--- src/rtl/cnn16_pkg.sv ---
// Shared types and constants for the CNN_16 program loader / run sequencer.
package cnn16_pkg;
  localparam int MEM_ADDR_W = 12;
  localparam int WORD_W     = 16;

  localparam logic [WORD_W-1:0] OP_BRK     = 16'hF000;
  localparam logic [WORD_W-1:0] STREAM_END = 16'hFFFF;

  typedef enum logic [2:0] {IDLE, LOAD, RELEASE, RUN, DONE, TOUT, ERR} state_t;
endpackage

--- src/rtl/cnn16_run_watchdog.sv ---
// RUN-phase cycle counter with synchronous clear, enable and terminal-count flag.
module cnn16_run_watchdog #(
  parameter int W  = 16,
  parameter int TC = 1024
) (
  input  logic         clkn,
  input  logic         rstn,
  input  logic         clr,
  input  logic         en,
  output logic [W-1:0] count,
  output logic         tc
);
  localparam logic [W-1:0] LAST = W'(TC - 1);

  always_ff @(posedge clkn or negedge rstn) begin
    if (!rstn)    count <= '0;
    else if (clr) count <= '0;
    else if (en)  count <= count + 1'b1;
  end

  assign tc = (count == LAST);
endmodule

--- src/rtl/cnn16_load_ctrl.sv ---
// Streams a host program into CNN_16 memory, releases the core and watches for BRK or timeout.
module cnn16_load_ctrl
  import cnn16_pkg::*;
#(
  parameter logic [MEM_ADDR_W-1:0] BASE_ADDR = 12'h010,
  parameter logic [WORD_W-1:0]     END_WORD  = STREAM_END,
  parameter logic [WORD_W-1:0]     HALT_IR   = OP_BRK,
  parameter int                    TIMEOUT   = 1024
) (
  input  logic                  clkn,
  input  logic                  rstn,
  input  logic                  start,
  input  logic                  abort,
  input  logic                  word_valid,
  input  logic [WORD_W-1:0]     word_data,
  output logic                  word_ready,
  input  logic [MEM_ADDR_W-1:0] pc_value,
  input  logic [WORD_W-1:0]     ir_value,
  output logic                  cpu_rstn,
  output logic                  sel_out,
  output logic                  we_out,
  output logic [MEM_ADDR_W-1:0] adr_out,
  output logic [WORD_W-1:0]     data_out,
  output logic                  busy,
  output logic                  done,
  output logic                  timeout,
  output logic                  load_err,
  output logic [MEM_ADDR_W-1:0] words_loaded,
  output logic [15:0]           run_cycles,
  output logic [MEM_ADDR_W-1:0] halt_pc
);
  state_t state, nxt;
  // Extra MSB marks that the top address has been written; the pointer never wraps.
  logic [MEM_ADDR_W:0] ptr;
  logic hs, is_end, wr, go, halt, run_tc, tc;

  assign hs     = word_valid && (state == LOAD);
  assign is_end = (word_data == END_WORD);
  assign wr     = hs && !is_end && !ptr[MEM_ADDR_W] && !abort;
  assign go     = start && (state inside {IDLE, DONE, TOUT, ERR});
  assign halt   = (state == RUN) && (ir_value == HALT_IR);
  assign run_tc = (state == RUN) && tc;

  cnn16_run_watchdog #(.W(16), .TC(TIMEOUT)) u_wdog (
    .clkn  (clkn),
    .rstn  (rstn),
    .clr   (go && !abort),
    .en    ((state == RUN) && !halt && !tc && !abort),
    .count (run_cycles),
    .tc    (tc)
  );

  always_ff @(posedge clkn or negedge rstn) begin
    if (!rstn) state <= IDLE;
    else       state <= nxt;
  end

  always_comb begin
    nxt = state;
    case (state)
      IDLE, DONE, TOUT, ERR: if (start) nxt = LOAD;
      LOAD: if (hs) begin
        if (is_end)                nxt = RELEASE;
        else if (ptr[MEM_ADDR_W])  nxt = ERR;
      end
      RELEASE: nxt = RUN;
      RUN: if (ir_value == HALT_IR) nxt = DONE;
           else if (tc)             nxt = TOUT;
      default: nxt = IDLE;
    endcase
    if (abort) nxt = IDLE;
  end

  always_comb begin
    word_ready = (state == LOAD);
    cpu_rstn   = (state == RUN);
    sel_out    = (state != RUN);
    busy       = state inside {LOAD, RELEASE, RUN};
  end

  always_ff @(posedge clkn or negedge rstn) begin
    if (!rstn) begin
      ptr          <= {1'b0, BASE_ADDR};
      we_out       <= 1'b0;
      adr_out      <= BASE_ADDR;
      data_out     <= '0;
      done         <= 1'b0;
      timeout      <= 1'b0;
      load_err     <= 1'b0;
      words_loaded <= '0;
      halt_pc      <= '0;
    end else begin
      we_out <= 1'b0;
      if (abort) begin
        done     <= 1'b0;
        timeout  <= 1'b0;
        load_err <= 1'b0;
      end else begin
        if (go) begin
          ptr          <= {1'b0, BASE_ADDR};
          words_loaded <= '0;
          done         <= 1'b0;
          timeout      <= 1'b0;
          load_err     <= 1'b0;
        end
        if (wr) begin
          adr_out      <= ptr[MEM_ADDR_W-1:0];
          data_out     <= word_data;
          we_out       <= 1'b1;
          ptr          <= ptr + 1'b1;
          words_loaded <= words_loaded + 1'b1;
        end
        if (hs && !is_end && ptr[MEM_ADDR_W]) load_err <= 1'b1;
        if (halt) begin
          done    <= 1'b1;
          halt_pc <= pc_value;
        end else if (run_tc) begin
          timeout <= 1'b1;
        end
      end
    end
  end
endmodule

--- config.mk ---
export PLATFORM = sky130hd
export DESIGN_NAME = cnn16_load_ctrl
export DESIGN_NICKNAME = d
export VERILOG_FILES = /design/src/rtl/cnn16_pkg.sv /design/src/rtl/cnn16_run_watchdog.sv /design/src/rtl/cnn16_load_ctrl.sv
export SDC_FILE = /design/constraint.sdc
export NUM_CORES = 1
export LEC_CHECK = 0
export ABC_AREA = 1
export CORE_MARGIN = 4
export CORE_UTILIZATION = 52
export DETAILED_ROUTE_END_ITERATION = 8
export GPL_ROUTABILITY_DRIVEN = 1
export GPL_TIMING_DRIVEN = 0
export PLACE_DENSITY = 0.83
export SYNTH_ARGS = -nofsm -noshare
export SYNTH_HDL_FRONTEND = slang
export SYNTH_SLANG_ARGS = --single-unit
--- constraint.sdc ---
create_clock -name clkn -period 2.79 [get_ports clkn]
set_clock_uncertainty 0.15 [all_clocks]
set_input_delay 0.6975 -clock clkn [delete_from_list [all_inputs] [get_ports clkn]]
set_output_delay 0.6975 -clock clkn [all_outputs]
set_load 0.005 [all_outputs]
==> out/metrics.csv <==
stage,metric,value,unit
critical_path,FF-to-FF setup slack,0.88,ns
global_route,largest net degree at the start of global routing,56,
critical_path,CP Cell Sequence,nand2_2 > inv_2 > nand2_2 > inv_1 > clkdlybuf4s50_1,
logic_synthesis,simple-gate portion of the synthesized area,0.2956,
outcome,run status,"finished, final reports clean",
routing,routed wire length,11450,µm
routing,Final ANT Viol Nets,0,
clock_network,CTS Buf Count,9,
clock_network,CTS tree,built,
die,Die Ht,100.4,µm
global_route,initial antenna violation count,0,
routing,DR vias/cell,5.254,
power_and_ir_drop,static leakage,2.856,nW
critical_path,CP max stage delay,0.51,ns
finish,number of diodes,0,
global_route,vias in the first global route,4095,
clock_network,# Post-CTS Setup Buffers,0,
critical_path,Startpoint Class,flop,
finish,most frequent cells in the layout,"nand2_1 (181), clkdlybuf4s50_1 (122), dfrtp_1 (86)",
critical_path,worst path bufs/invs,3,
die,die area,0.01007,mm²
placement,hpwl dp,8515,µm
power_and_ir_drop,P per Cell Area,714.7,mW/mm²
finish,Final Util,0.7303,
routing,Routed WL per cell,14.26,µm
critical_path,cells on worst reg2reg path,9,
timing,RSZ-0062 raised after global routing,false,
clock_network,# H-tree levels,3,
critical_path,CP Capture Type,primary output,
finish,FILL cells,642,
power_and_ir_drop,Seq pwr share,0.421,
power_and_ir_drop,Net Switching,1.429,mW
logic_synthesis,Yosys Warn Count,0,
timing,final worst-path cycle share,0.9033,
logic_synthesis,syn_area_per_cell,7.949,µm²
global_route,GR Util All Layers,0.2318,
finish,nets,745,
critical_path,CP arrival,1.67,ns
power_and_ir_drop,internal power,2.881,mW
global_route,GRT Residual Overflow,0,
timing,"Slew Viols, Final",0,
placement,GPL Wtd Cong,0.9134,
critical_path,CP required,1.94,ns
routing,DRC,0,
power_and_ir_drop,total power draw,4.310,mW
logic_synthesis,cell area after synthesis,0.004436,mm²
die,Top-Level Pins,125,
power_and_ir_drop,sw frac,0.3316,
routing,DR vias,4219,
power_and_ir_drop,worst vdd ir,0.4225,mV
logic_synthesis,post-synthesis mux area share,0.002257,
timing,# setup viols final,0,
critical_path,critical path class,flop to primary output,
timing,setup TNS,0,ns
critical_path,most frequent CP cell,nand2_2,
timing,WHS,0.1363,ns
timing,"Hold Vio Cnt, Final",0,
finish,Layout area overhead,35.97,%
timing,Slew headroom,0.6882,
critical_path,worst reg2reg path endpoint,u_wdog.count[13],
critical_path,Max Fanout on Critical Path,5,
placement,placed cells,787,
logic_synthesis,synth unique cells,31,
critical_path,Slowest cell on crit path,clkdlybuf4s50_1,
clock_network,Worst-path clk slew,0.09,ns
placement,input/output buffers,123,
power_and_ir_drop,Clock power frac,0.210,
clock_network,clock buffer depth,2,
logic_synthesis,Post-Synth XOR/XNOR Area,0.03949,
clock_network,Clk Tree Root Cell,clkbuf_8,
min_path,Tightest Hold Check Type,input pin to asynchronous set/reset pin,
timing,achievable frequency,396.8,MHz
global_route,first-pass GRT wire length,18950,µm
clock_network,Post-CTS Hold Fix Bufs,0,
finish,Finished Layout Cells,803,
critical_path,reg-to-reg critical path startpoint,u_wdog.count[1],
logic_synthesis,Syn Inst Count,558,
run,MaxCap Viol Count,0,
logic_synthesis,Synth Register Bits,88,
clock_network,Clock Sinks,88,
power_and_ir_drop,Gate power share,0.368,
clock_network,post-cts resize count,0,
logic_synthesis,register area share after synthesis,0.4970,
logic_synthesis,post-synthesis compound-gate area fraction,0.08265,
die,starting density of the core,0.5371,
clock_network,clk_lat worst skew,0.35,ns
die,core area,0.008258,mm²
logic_synthesis,largest family of logic cells by synthesized area,simple AND/OR/NAND/NOR gates,
critical_path,"delay-heaviest family, CP",buffers and inverters,
die,number of cell rows,33,
timing,Tmin final,2.520,ns
finish,layout cells sized above 1,0.08023,
timing,Least-Margin Pin Slew,0.4677,ns
routing,initial drt markers,237,
die,Die X,100.4,µm
logic_synthesis,Synth Area in Adders,0.008463,
routing,drt pass-1 iters,7,
finish,"commonest non-fill, non-tap cell in the layout",nand2_1,
logic_synthesis,syn_nets,610,
[cells by family (layout without fill, tap and decap cells)]
logic type / after synthesis / in the layout
buffers and inverters: 81 / 221
flip-flops: 88 / 88
adder cells (fa/ha/maj): 3 / 3
multiplexers: 1 / 1
XOR/XNOR: 20 / 20
AND/OR/NAND/NOR: 300 / 300
AO/OA/AOI/OAI: 65 / 65
[state kept, by name (all words and copies together), names as in the netlist]
| register | flops |
|---|---|
| ptr | 13 |
| data_out | 16 |
| words_loaded | 12 |
| state | 3 |
| load_err | 1 |
| adr_out | 12 |
| done | 1 |
| u_wdog.count | 16 |
| we_out | 1 |
| halt_pc | 12 |
| timeout | 1 |
[stage by stage]
stage          setup WS [ns]  area, µm²
2_1_floorplan         0.9719       4436
3_3_place_gp          -2.311       5798
3_5_place_dp          0.1184       5823
4_1_cts               0.2675       6031
5_1_grt               0.1650       6031
6_report              0.2698       6031
[per-layer routing]
metal / routed length, µm / up-vias / share of wire / GRT usage
met4: 178 / 0 / 0.016 / 0.08808
met2: 5662 / 166 / 0.49 / 0.3935
met3: 776 / 19 / 0.068 / 0.03614
met5: 0 / - / 0 / 0
li1: - / 2031 / - / -
met1: 4834 / 2003 / 0.42 / 0.2988
[worst max-delay path by stage]
stage,startpoint,endpoint,slack [ns],cells after the start
after floorplan,ir_value[7],u_wdog.count[4],0.97,9
after global placement,rstn,data_out[10],-2.31,1
after detailed placement,word_data[15],words_loaded[5],0.12,9
after CTS,state[0],cpu_rstn,0.27,5
after global routing,state[2],word_ready,0.16,4
final,state[0],cpu_rstn,0.27,5
[cells in the mapped netlist]
master      n  area [µm²]
mux2i_1     1       10.01
nand2_2     3       18.77
o21ai_1     4       20.02
o22ai_1     7       43.79
xor2_1     18       157.7
nand3_1    43       215.2
clkbuf_1    5       18.77
o21ai_0    39       195.2
a21o_1      1       7.510
inv_2       4       15.01
dfrtp_1    86        2152
nor2_1     47       176.4
nand4_1     8       50.05
nor2_4      1       11.26
nand2_4     1       11.26
o21ai_2     8       70.07
buf_2       9       45.04
nand3_2     4       40.04
nor3_4      1       16.27
nand4_4     1       21.27
nand2_1   181       679.4
nor3_1      7       35.03
ha_1        3       37.54
dfstp_2     2       52.55
nand3_4     1       17.52
xnor2_1     2       17.52
inv_1      61       229.0
nor2_2      1       6.260
a21oi_1     6       30.03
nor3b_2     1       12.51
buf_6       2       22.52
[cell type report]
class | instances | area, µm² | share of cell area
multi-input cells | 389 | 1901 | 0.3151
repair buffers | 124 | 1256 | 0.2083
plain buffers | 16 | 86.33 | 0.01432
clock inverters | 4 | 52.55 | 0.008714
flip-flops and latches | 88 | 2205 | 0.3656
inverters | 65 | 244.0 | 0.04046
clock buffers | 12 | 155.1 | 0.02573
well taps | 105 | 131.4 | 0.02178
[power groups by stage]
| stage | Sequential (mW) | Combinational [mW] | Clock (mW) |
|---|---|---|---|
| floorplan | 1.83 | 0.702 | 0 |
| detailed placement | 1.84 | 1.60 | 0 |
| global route | 1.87 | 1.75 | 0.997 |
| finish | 1.82 | 1.59 | 0.907 |
| CTS | 1.82 | 1.61 | 0.928 |
| global placement | 1.83 | 1.55 | 0 |
No activity file was read; power rests on OpenSTA's default activity.
==> variant (config.mk and constraints unchanged) <==
`WORD_W`: 16 -> 32.
--- a/src/rtl/cnn16_pkg.sv
+++ b/src/rtl/cnn16_pkg.sv
@@ -3,3 +3,3 @@
   localparam int MEM_ADDR_W = 12;
-  localparam int WORD_W     = 16;
+  localparam int WORD_W     = 32;
 
Ports: changed (resized data_out, ir_value and word_data); port bits go from 125 to 173. No check against the original RTL was run, so the function may have changed too.
==> variant against the unedited design <==
Utilization is 1.9 points higher. Total power is 6.2% higher. Register-to-register slack worse by 0.22 ns. Worst setup slack worse by 0.064 ns. Count of clock-buffer cells in the layout is 1 higher. Cell area is 23% higher. Area after synthesis is 20% higher. Sequential cell count is 16 higher. Wire length is 26% higher. Fmax is 2.5% lower. Sequential share of layout area is 1.3 points lower. Cell count is 27% higher. Global-route usage is 1.9 points higher. Largest cell class unchanged. Highest routed layer unchanged.
==> variant: results <==
# TYPE chip_impl_metric gauge
chip_impl_metric{name="synth_fp_nets",unit=""} 787
chip_impl_metric{name="final_layout_size_suffix_gt1_share",unit="%"} 6.52
chip_impl_metric{name="number_of_global_route_vias_before_repair",unit=""} 5068
chip_impl_metric{name="place_congestion",unit=""} 0.853
chip_impl_metric{name="insertion_delay",unit="ns"} 0.37
chip_impl_info{name="netlist_top_cells_count",value="257 x sky130_fd_sc_hd__nand2_1, 102 x sky130_fd_sc_hd__dfrtp_1, 79 x sky130_fd_sc_hd__inv_1"} 1
chip_impl_metric{name="finalNetCount",unit=""} 970
chip_impl_metric{name="vdd_ir_drop_max",unit="µV"} 540
chip_impl_metric{name="synth_cell_types",unit=""} 33
chip_impl_metric{name="finalHoldWorstSlack",unit="ns"} 0.201
chip_impl_metric{name="drt-wirelength-per-cell",unit="µm"} 14.1
chip_impl_metric{name="p_leak",unit="nW"} 3.55
chip_impl_metric{name="critPathMaxFanout",unit=""} 4
chip_impl_metric{name="ff2ff_path_depth",unit=""} 11
chip_impl_info{name="status",value="finished clean"} 1
chip_impl_metric{name="detail_route.iter0.violations",unit=""} 310
chip_impl_info{name="synthTopCellsByArea",value="sky130_fd_sc_hd__dfrtp_1 48%, sky130_fd_sc_hd__nand2_1 18%, sky130_fd_sc_hd__inv_1 5.6%, sky130_fd_sc_hd__nand3_1 5.4%, sky130_fd_sc_hd__nor2_1 4.4%"} 1
chip_impl_metric{name="placement.io_buffers",unit=""} 171
chip_impl_info{name="reg_top3",value="data_out: 32 flops, u_wdog.count: 16 flops, ptr: 13 flops"} 1
chip_impl_metric{name="xor_xnor_cell_area_share_of_the_yosys_netlist",unit="%"} 2.79
chip_impl_metric{name="post_synth_mux_area_share",unit="%"} 0.188
chip_impl_metric{name="synth_sequential_area_ratio",unit="%"} 48.9
chip_impl_metric{name="max-slew-margin-rel",unit="%"} 55.0
chip_impl_metric{name="detail_route.wirelength",unit="µm"} 14400
chip_impl_metric{name="firstDrtPassIters",unit=""} 4
==> variant: worst paths after layout <==
path	startpoint	end
min in group clkn	halt_pc[6]	halt_pc[6]
min reg2reg	halt_pc[6]	halt_pc[6]
max in group asynchronous	rstn	ptr[4]
max reg2reg	u_wdog.count[1]	u_wdog.count[12]
max	state[0]	word_ready
min	rstn	u_wdog.count[3]
==> variant: cell families after synthesis <==
family / after synthesis
AOI/OAI and AO/OA: 62
DFF: 104
muxes: 1
and+or+nand+nor: 412
buffers and inverters: 104
adders and majority gates: 3
xor gates and xnor gates: 17
==> variant: critical path, cell delays in order (launching register included) <==
cell	delay (ns)
sky130_fd_sc_hd__dfrtp_1	0.39
sky130_fd_sc_hd__inv_1	0.09
sky130_fd_sc_hd__nor2_1	0.10
sky130_fd_sc_hd__nand2_1	0.12
sky130_fd_sc_hd__inv_1	0.12
sky130_fd_sc_hd__clkdlybuf4s50_1	0.53
==> variant: final cells by class <==
cell class                 instances  area share [%]
clock buffer                      13            2.01
sequential                       104            35.3
inverter                          84            4.30
multi-input combinational        495            31.1
clock inverter                     1          0.0677
timing repair buffer             172            23.5
tap                              133            2.25
buffer                            20            1.52
==> variant: through the flow <==
step	area, µm²	setup WS [ns]
after global routing	7390	0.0528
after CTS	7390	0.185
after floorplan	5330	0.830
final	7390	0.206
after detailed placement	7240	-0.131
after global placement	7210	-3.04
==> variant: where the power goes <==
part	leakage, nW	switching (W)	internal [W]
Clock	0.0794	0.000484	0.000340
Combinational	2.08	0.000773	0.000906
Sequential	1.39	0.000226	0.00185
==> variant: per-layer routing <==
metal / share of wire (%) / track usage (%) / wire, µm
met4: 1.8 / 7.39 / 265
met1: 43 / 32.7 / 6190
met2: 49 / 42.6 / 7050
met5: 0 / 0 / 0
met3: 6.1 / 5.03 / 885
